--- src/rtl/reg_access_arbiter.sv ---
// reg_access_arbiter: round-robin arbiter that serialises load/preset/clear/hold
// operations from N_REQ requesters onto one shared WIDTH-bit register.
// Every transaction runs IDLE -> EXEC -> ACK and takes exactly three cycles.
module reg_access_arbiter #(
    parameter int WIDTH = 8,
    parameter int N_REQ = 4
) (
    input  logic                   i_clk,
    input  logic                   i_rst,
    input  logic [N_REQ-1:0]       i_req,
    input  logic [2*N_REQ-1:0]     i_op,
    input  logic [WIDTH*N_REQ-1:0] i_data,
    output logic [N_REQ-1:0]       o_grant,
    output logic [N_REQ-1:0]       o_ack,
    output logic                   o_busy,
    output logic [WIDTH-1:0]       o_Q
);

    localparam int IDX_W = $clog2(N_REQ);
    localparam logic [IDX_W:0]   N_REQ_W = (IDX_W + 1)'(N_REQ);
    localparam logic [IDX_W-1:0] LAST_IDX = IDX_W'(N_REQ - 1);

    localparam logic [1:0] OP_LOAD   = 2'b00;
    localparam logic [1:0] OP_PRESET = 2'b01;
    localparam logic [1:0] OP_CLEAR  = 2'b10;
    localparam logic [1:0] OP_HOLD   = 2'b11;

    typedef enum logic [1:0] {
        IDLE = 2'b00,
        EXEC = 2'b01,
        ACK  = 2'b10
    } state_t;

    state_t             state_reg, state_next;
    logic [N_REQ-1:0]   grant_reg, grant_next;
    logic [N_REQ-1:0]   ack_reg, ack_next;
    logic               busy_reg, busy_next;
    logic [WIDTH-1:0]   q_reg, q_next;
    logic [IDX_W-1:0]   rr_ptr_reg, rr_ptr_next;
    logic [IDX_W-1:0]   winner_reg, winner_next;

    // Per-requester views of the flattened op/data buses.
    logic [1:0]         op_arr   [N_REQ];
    logic [WIDTH-1:0]   data_arr [N_REQ];

    generate
        for (genvar gi = 0; gi < N_REQ; gi++) begin : g_unpack
            assign op_arr[gi]   = i_op[2*gi +: 2];
            assign data_arr[gi] = i_data[WIDTH*gi +: WIDTH];
        end
    endgenerate

    // Round-robin pick: first requesting index at or above rr_ptr, wrapping.
    logic [IDX_W-1:0] pick;
    logic             pick_found;
    logic [IDX_W:0]   pick_sum;

    always_comb begin
        pick       = '0;
        pick_found = 1'b0;
        pick_sum   = '0;
        for (int i = 0; i < N_REQ; i++) begin
            pick_sum = {1'b0, rr_ptr_reg} + (IDX_W + 1)'(i);
            if (pick_sum >= N_REQ_W) begin
                pick_sum = pick_sum - N_REQ_W;
            end
            if (!pick_found && i_req[pick_sum[IDX_W-1:0]]) begin
                pick_found = 1'b1;
                pick       = pick_sum[IDX_W-1:0];
            end
        end
    end

    // Next-state and datapath logic for the three-state sequencer.
    always_comb begin
        state_next  = state_reg;
        grant_next  = grant_reg;
        ack_next    = ack_reg;
        q_next      = q_reg;
        rr_ptr_next = rr_ptr_reg;
        winner_next = winner_reg;

        case (state_reg)
            IDLE: begin
                grant_next = '0;
                ack_next   = '0;
                if (pick_found) begin
                    winner_next = pick;
                    grant_next  = N_REQ'(1) << pick;
                    state_next  = EXEC;
                end
            end
            EXEC: begin
                // Only the granted requester's op/data reach the register.
                case (op_arr[winner_reg])
                    OP_LOAD:   q_next = data_arr[winner_reg];
                    OP_PRESET: q_next = '1;
                    OP_CLEAR:  q_next = '0;
                    OP_HOLD:   q_next = q_reg;
                    default:   q_next = q_reg;
                endcase
                ack_next    = grant_reg;
                rr_ptr_next = (winner_reg == LAST_IDX) ? '0 : winner_reg + 1'b1;
                state_next  = ACK;
            end
            ACK: begin
                // Requests are deliberately not sampled here.
                ack_next   = '0;
                grant_next = '0;
                state_next = IDLE;
            end
            default: begin
                ack_next   = '0;
                grant_next = '0;
                state_next = IDLE;
            end
        endcase

        busy_next = (state_next != IDLE);
    end

    // State and output registers; reset aborts any transaction in flight.
    always_ff @(posedge i_clk) begin
        if (i_rst) begin
            state_reg  <= IDLE;
            grant_reg  <= '0;
            ack_reg    <= '0;
            busy_reg   <= 1'b0;
            q_reg      <= '0;
            rr_ptr_reg <= '0;
            winner_reg <= '0;
        end else begin
            state_reg  <= state_next;
            grant_reg  <= grant_next;
            ack_reg    <= ack_next;
            busy_reg   <= busy_next;
            q_reg      <= q_next;
            rr_ptr_reg <= rr_ptr_next;
            winner_reg <= winner_next;
        end
    end

    assign o_grant = grant_reg;
    assign o_ack   = ack_reg;
    assign o_busy  = busy_reg;
    assign o_Q     = q_reg;

endmodule

--- config.mk ---
export PLATFORM = sky130hd
export DESIGN_NAME = reg_access_arbiter
export DESIGN_NICKNAME = d
export VERILOG_FILES = /design/src/rtl/reg_access_arbiter.sv
export SDC_FILE = /design/constraint.sdc
export NUM_CORES = 1
export LEC_CHECK = 0
export CORE_ASPECT_RATIO = 1.2
export CORE_UTILIZATION = 39
export CTS_CLUSTER_DIAMETER = 80
export CTS_CLUSTER_SIZE = 20
export DETAILED_ROUTE_END_ITERATION = 10
export PLACE_DENSITY_LB_ADDON = 0.3
export SETUP_SLACK_MARGIN = 0.02
export SLEW_MARGIN = 40
export SYNTH_ARGS = -nofsm -noshare
export SYNTH_HDL_FRONTEND = slang
export SYNTH_SLANG_ARGS = --single-unit
export TNS_END_PERCENT = 50
--- constraint.sdc ---
create_clock -name i_clk -period 2.6 [get_ports i_clk]
set_input_delay 0.39 -clock i_clk [delete_from_list [all_inputs] [get_ports i_clk]]
set_output_delay 0.39 -clock i_clk [all_outputs]
set_load 0.1 [all_outputs]
==> summary.txt, run 1 <==
Clock tree
  – # resized after CTS: 0
  – Sink Count: 23
  – Root Driver: clkbuf_4
  – Max Root-Sink Buffers: 2
  – Worst-path clk slew: 0.12 ns
  – CTS tree: done
  – TritonCTS Buffers: 3
  – Clock Latency Late Sink: 0.30 ns
  – CTS HTree Levels: 1
  – Cts hold-fix bufs: 0
  – Post-CTS setup-driven buffer insertion count: 0

Critical path
  – Nature of the critical path endpoint: flop
  – Setup crit start kind: flop
  – Worst-path maximum fanout: 9
  – Crit path kind: flop to flop
  – CP arrival: 2.51 ns
  – CP required: 2.83 ns
  – Worst reg-to-reg setup slack: 0.32 ns

Floorplanning
  – Total die area: 0.003270 mm²
  – Ports: 63
  – Num rows: 21
  – Die W: 52.37 µm
  – Initial Util: 0.4184
  – Die Height: 62.45 µm
  – Core ar.: 0.002838 mm²

Timing
  – Slew Limit Fails: 0
  – Slew headroom: 0.6242
  – Setup_tns: 0 ns
  – Final setup vio count: 0
  – Endpoints failing hold: 0
  – Fin worst setup slack: 0.3226 ns
  – Worst hold margin: 0.5185 ns
  – Final critical-path share of the clock period: 0.8759
  – Setup Skew: 0.001951 ns
  – Worst Max-Slew Pin Slew: 0.5619 ns
  – Maximum clock rate: 439.1 MHz
  – RSZ-0062 raised after global routing: no
  – Min Tclk post-route: 2.277 ns

Cells and area
  – Non-Filler Instances: 207
  – Largest register FFs: 8
  – Layout cells sized above 1: 0.2081
  – N_diodes: 0
  – Final nets: 223
  – Area Overhead vs Synth: 53.74%

Status
  – Status: finished clean

Drt
  – Via Count: 1148
  – Pre-antenna DRT Iters: 4
  – Drt via density: 5.546
  – WL final: 3129 µm
  – Drt initial violations: 15
  – DRC errors left: 0
  – DRT antenna net count: 0
  – WL/cell: 15.12 µm

Logic synthesis
  – Syn nets: 158
  – EDFF count, synth: 0
  – Mapped cell area: 0.001187 mm²
  – Top-count cell post-synth: dfxtp_1
  – Adder-cell share of the synthesized area: 0.03161
  – Compound-gate portion of the synthesized area: 0.1496
  – Synth top area share: 0.3878
  – Syn avg cell area: 10.89 µm²
  – Synth Instances: 109
  – Synthesized-area fraction occupied by and/or/nand/nor cells: 0.1865
  – Synth area leader: dfxtp_1
  – Async SR Flop Fraction: 0
  – Netlist cell types: 34
  – Post-synth top cells: 23 x dfxtp_1, 14 x nor2_1, 10 x a21oi_1, 10 x nor3_1, 6 x mux4_2
  – Yosys reg bits: 23
  – XOR/XNOR share of the synthesized area: 0
  – Yosys warning count: 0
  – Top FF cell, synth: dfxtp_1
  – Mux contribution to synthesized area: 0.2107
  – Register area share after synthesis: 0.3878
  – Largest cells by area after synthesis: dfxtp_1 39%, mux4_2 11%, mux4_1 8.9%, nor2_1 4.4%, a21oi_1 4.2%
  – Largest family of logic cells by synthesized area: multiplexers

Power
  – Leak pwr: 0.0007477 µW
  – VDD IR max: 0.3010 mV
  – Pwr dens: 565.2 mW/mm²
  – Tot Pwr: 1032 µW

Worst hold path
  – Min-Delay Path Class: flop to flop

Flow run
  – Max-cap check violation count: 0

Placement
  – GP Congestion: 0.7911
  – Pre-CTS setup slack: 0.1818 ns
  – Placed Cells: 203
  – Number of port buffers: 62
  – Hpwl dp: 2580 µm

Global routing
  – Final global-route overflow total: 0
  – First-pass GRT wire length: 5140 µm
  – Initial antenna violation count: 0
  – Largest net degree at the start of global routing: 16
  – Vias in the first global route: 1198
  – Total track usage: 0.2057
[critical path: stages, from the launching register on]
cell and delay [ns]:
dfxtp_1 0.57, mux4_1 0.65, ha_1 0.46, o21ai_4 0.27, a21oi_1 0.08, nor3_1 0.18
[kinds of logic (layout without fill, tap and decap cells)]
| logic type | after synthesis | after routing |
|---|---|---|
| buffers and inverters | 8 | 72 |
| and+or+nand+nor | 39 | 39 |
| muxes | 11 | 11 |
| DFF | 23 | 23 |
| adders and majority gates | 3 | 3 |
| AOI/OAI and AO/OA | 25 | 25 |
[cells in the final DEF, fill, tap and decap left out, types with 2 or more instances in the layout]
cell type        instances
and3_1                   4
or2b_1                   2
nor3_1                  10
a31o_2                   2
a21boi_0                 2
nor2_1                  14
a31o_1                   2
inv_1                    3
buf_4                   19
ha_1                     3
dfxtp_1                 23
clkdlybuf4s50_1         45
mux4_2                   6
clkbuf_4                 3
mux4_1                   4
a21oi_1                 10
nor2b_1                  3
[worst paths after layout]
kind,from,end,depth (start not counted)
setup / recovery,winner_reg[0],o_Q[6],5
setup reg to reg,winner_reg[0],o_Q[6],5
hold / removal,o_Q[1],o_Q[1],2
hold reg to reg,o_Q[1],o_Q[1],2
[layer usage]
| layer | global-route usage | routed length, µm | vias to the layer above |
|---|---|---|---|
| met5 | 0 | 0 | - |
| met4 | 0.08553 | 54 | 0 |
| met3 | 0.02920 | 190 | 6 |
| met2 | 0.3797 | 1730 | 44 |
| met1 | 0.2214 | 1153 | 553 |
| li1 | - | - | 545 |
[report_power, final]
part / switching [µW] / internal [µW] / leakage [µW] / total (µW)
Combinational: 277 / 178 / 0.000542 / 455
Sequential: 31.2 / 384 / 0.000188 / 415
Clock: 104 / 57.3 / 0.0000177 / 162
[per-stage QoR]
stage | util | instance area [µm²]
after floorplan | - | 1187
after global placement | 0.6336 | 1798
after detailed placement | 0.6336 | 1798
after CTS | 0.6433 | 1826
after global routing | 0.6433 | 1826
final | 0.6433 | 1826
[area by class of cell]
type	instances	area, µm²
Clock buffer	3	22.52
Clock inverter	1	5.005
Fill cell	249	1012
Inverter	4	15.01
Multi-Input combinational cell	78	686.9
Sequential cell	23	460.4
Tap cell	34	42.54
Timing Repair Buffer	64	593.1
Note: power is estimated with default switching activity, not from simulation.
==> run 2: changes to the inputs <==
Settings changed: GPL_TIMING_DRIVEN set to 0.
==> summary.txt, run 2 (same netlist as run 1, synthesis figures left out) <==
Power
  – VDD IR max: 0.3140 mV (was 0.3010 mV)
  – Leak pwr: 0.0007578 µW (was 0.0007477 µW)
  – Sequential Power Share: 0.400 (was 0.402)
  – Clk pwr share: 0.154 (was 0.157)
  – Switching power: 407.2 µW (was 412.3 µW)
  – Comb pwr share: 0.445 (was 0.441)
  – P_int: 609.0 µW (was 619.5 µW)
  – Pwr dens: 564.4 mW/mm² (was 565.2 mW/mm²)
  – Sw Share: 0.4007 (was 0.3996)

Worst hold path
  – HP Start: o_Q[3] (was o_Q[1])
  – Hold endpoint: o_Q[3] (was o_Q[1])
  – Hold depth: 2 (unchanged)
  – Min-Delay Path Class: flop to flop (unchanged)

Cells and area
  – Area Overhead vs Synth: 51.63% (was 53.74%)
  – Final nets: 226 (was 223)
  – N_diodes: 0 (unchanged)
  – Largest register FFs: 8 (unchanged)
  – Non-Filler Instances: 210 (was 207)
  – Most common cell after layout, fill and taps aside: clkdlybuf4s50_1 (unchanged)
  – Layout cells sized above 1: 0.2159 (was 0.2081)
  – Commonest cells after routing, fill and taps aside: 45 x clkdlybuf4s50_1, 23 x dfxtp_1, 19 x buf_2 (was 45 x clkdlybuf4s50_1, 23 x dfxtp_1, 19 x buf_4)

Drt
  – Drt via density: 5.405 (was 5.546)
  – Drt initial violations: 22 (was 15)
  – WL final: 3184 µm (was 3129 µm)
  – Via Count: 1135 (was 1148)
  – WL/cell: 15.16 µm (was 15.12 µm)
  – DRT antenna net count: 0 (unchanged)
  – DRC errors left: 0 (unchanged)
  – Pre-antenna DRT Iters: 4 (unchanged)

Timing
  – Slew headroom: 0.6667 (was 0.6242)
  – Maximum clock rate: 436.2 MHz (was 439.1 MHz)
  – Setup_tns: 0 ns (unchanged)
  – Final critical-path share of the clock period: 0.8818 (was 0.8759)
  – Worst Max-Slew Pin Slew: 0.5000 ns (was 0.5619 ns)
  – Setup Skew: 0.001531 ns (was 0.001951 ns)
  – Min Tclk post-route: 2.293 ns (was 2.277 ns)
  – Endpoints failing hold: 0 (unchanged)
  – Final setup vio count: 0 (unchanged)
  – RSZ-0062 raised after global routing: no (unchanged)
  – Slew Limit Fails: 0 (unchanged)

Floorplanning
  – Die Height: 62.45 µm (unchanged)
  – Total die area: 0.003270 mm² (unchanged)
  – Num rows: 21 (unchanged)
  – Core ar.: 0.002838 mm² (unchanged)
  – Die W: 52.37 µm (unchanged)
  – Ports: 63 (unchanged)
  – Initial Util: 0.4184 (unchanged)

Placement
  – Placed Cells: 205 (was 203)
  – Hpwl dp: 2653 µm (was 2580 µm)
  – Number of port buffers: 62 (unchanged)
  – GP Congestion: 0.7396 (was 0.7911)

Critical path
  – Nature of the critical path endpoint: flop (unchanged)
  – Worst reg-to-reg setup slack: 0.31 ns (was 0.32 ns)
  – CP arrival: 2.52 ns (was 2.51 ns)
  – RR Startpoint: winner_reg[0] (unchanged)
  – FF-to-FF path depth: 7 (was 5)
  – CP required: 2.83 ns (about the same)
  – Worst reg2reg path endpoint: o_Q[5] (was o_Q[6])
  – Worst-path maximum fanout: 10 (was 9)
  – Crit path kind: flop to flop (unchanged)
  – Setup crit start kind: flop (unchanged)

Clock tree
  – Max Root-Sink Buffers: 2 (unchanged)
  – CTS tree: done (unchanged)
  – Sink Count: 23 (unchanged)
  – TritonCTS Buffers: 3 (unchanged)
  – Cts hold-fix bufs: 0 (unchanged)
  – Clock Latency Late Sink: 0.29 ns (was 0.30 ns)
  – Worst-path clk slew: 0.12 ns (about the same)
  – CTS HTree Levels: 1 (unchanged)
  – Root Driver: clkbuf_4 (unchanged)

Global routing
  – Vias in the first global route: 1180 (was 1198)
  – First-pass GRT wire length: 5140 µm (unchanged)
  – Largest net degree at the start of global routing: 14 (was 16)
  – Initial antenna violation count: 0 (unchanged)
  – Final global-route overflow total: 0 (unchanged)
  – Total track usage: 0.2057 (about the same)

Flow run
  – Max-cap check violation count: 0 (unchanged)

Status
  – Status: finished clean (unchanged)
run 2: cell types whose count changed in the layout (fill, tap and decap cells not counted), sizes merged:
cell	before	now
buf	19	21
clkbuf	3	4
run 2: per-stage QoR:
stage | setup slack [ns] | total power (µW) | util | area [µm²] | hold WS [ns]
after global placement | 0.04600 | 875.2 | 0.6521 | 1851 | 0.4789
after floorplan | 0.4335 | 735.9 | - | 1187 | 0.4693
after detailed placement | 0.005038 | 865.7 | 0.6221 | 1765 | 0.4837
after global routing | 0.1432 | 1075 | 0.6345 | 1800 | 0.5197
after CTS | 0.08682 | 1022 | 0.6318 | 1793 | 0.5055
final | 0.3073 | 1016 | 0.6345 | 1800 | 0.5024
run 2: cell type report:
class,instances,area (µm²)
Multi-Input combinational cell,78,686.9
Tap cell,34,42.54
Clock buffer,3,22.52
Fill cell,234,1037
Sequential cell,23,460.4
Inverter,4,15.01
Clock inverter,1,5.005
Buffer,4,25.02
Timing Repair Buffer,63,543.0
run 2: power by group through the flow:
stage / Sequential [µW] / Clock (µW) / Combinational [µW]
after floorplan: 575 / 0 / 161
after global placement: 413 / 0 / 462
after detailed placement: 415 / 0 / 451
after CTS: 406 / 164 / 452
after global routing: 411 / 186 / 478
final: 407 / 157 / 452
run 2: worst max-delay path by stage:
stage	from	end	slack, ns	depth (start not counted)
after global placement	i_op[2]	o_Q[4]	0.05	7
final	winner_reg[0]	o_Q[5]	0.31	7
after detailed placement	i_op[4]	o_Q[4]	0.005	7
after floorplan	winner_reg[0]	o_Q[0]	0.43	7
after global routing	winner_reg[0]	o_Q[3]	0.14	7
after CTS	winner_reg[0]	o_Q[4]	0.09	7
run 2: what timing repair did:
| action | 4_1_cts | 5_1_grt |
|---|---|---|
| buffers inserted | 0 | 1 |
| resized for setup | 0 | 0 |
| setup endpoints to repair | 0 | 7 |
run 2: metal layers:
layer	vias to the layer above	routed length, µm	global-route usage
met4	0	20	0.04934
met1	548	1209	0.2212
met3	2	173	0.02920
met2	37	1780	0.3972
li1	548	-	-
met5	-	0	0
run 2: critical path, cell delays in order, from the launching register on:
cell and delay [ns]:
dfxtp_1 0.45, buf_6 0.20, mux4_1 0.60, ha_1 0.31
buf_2 0.18, o21ai_4 0.24, a21oi_1 0.09, nor3_1 0.16
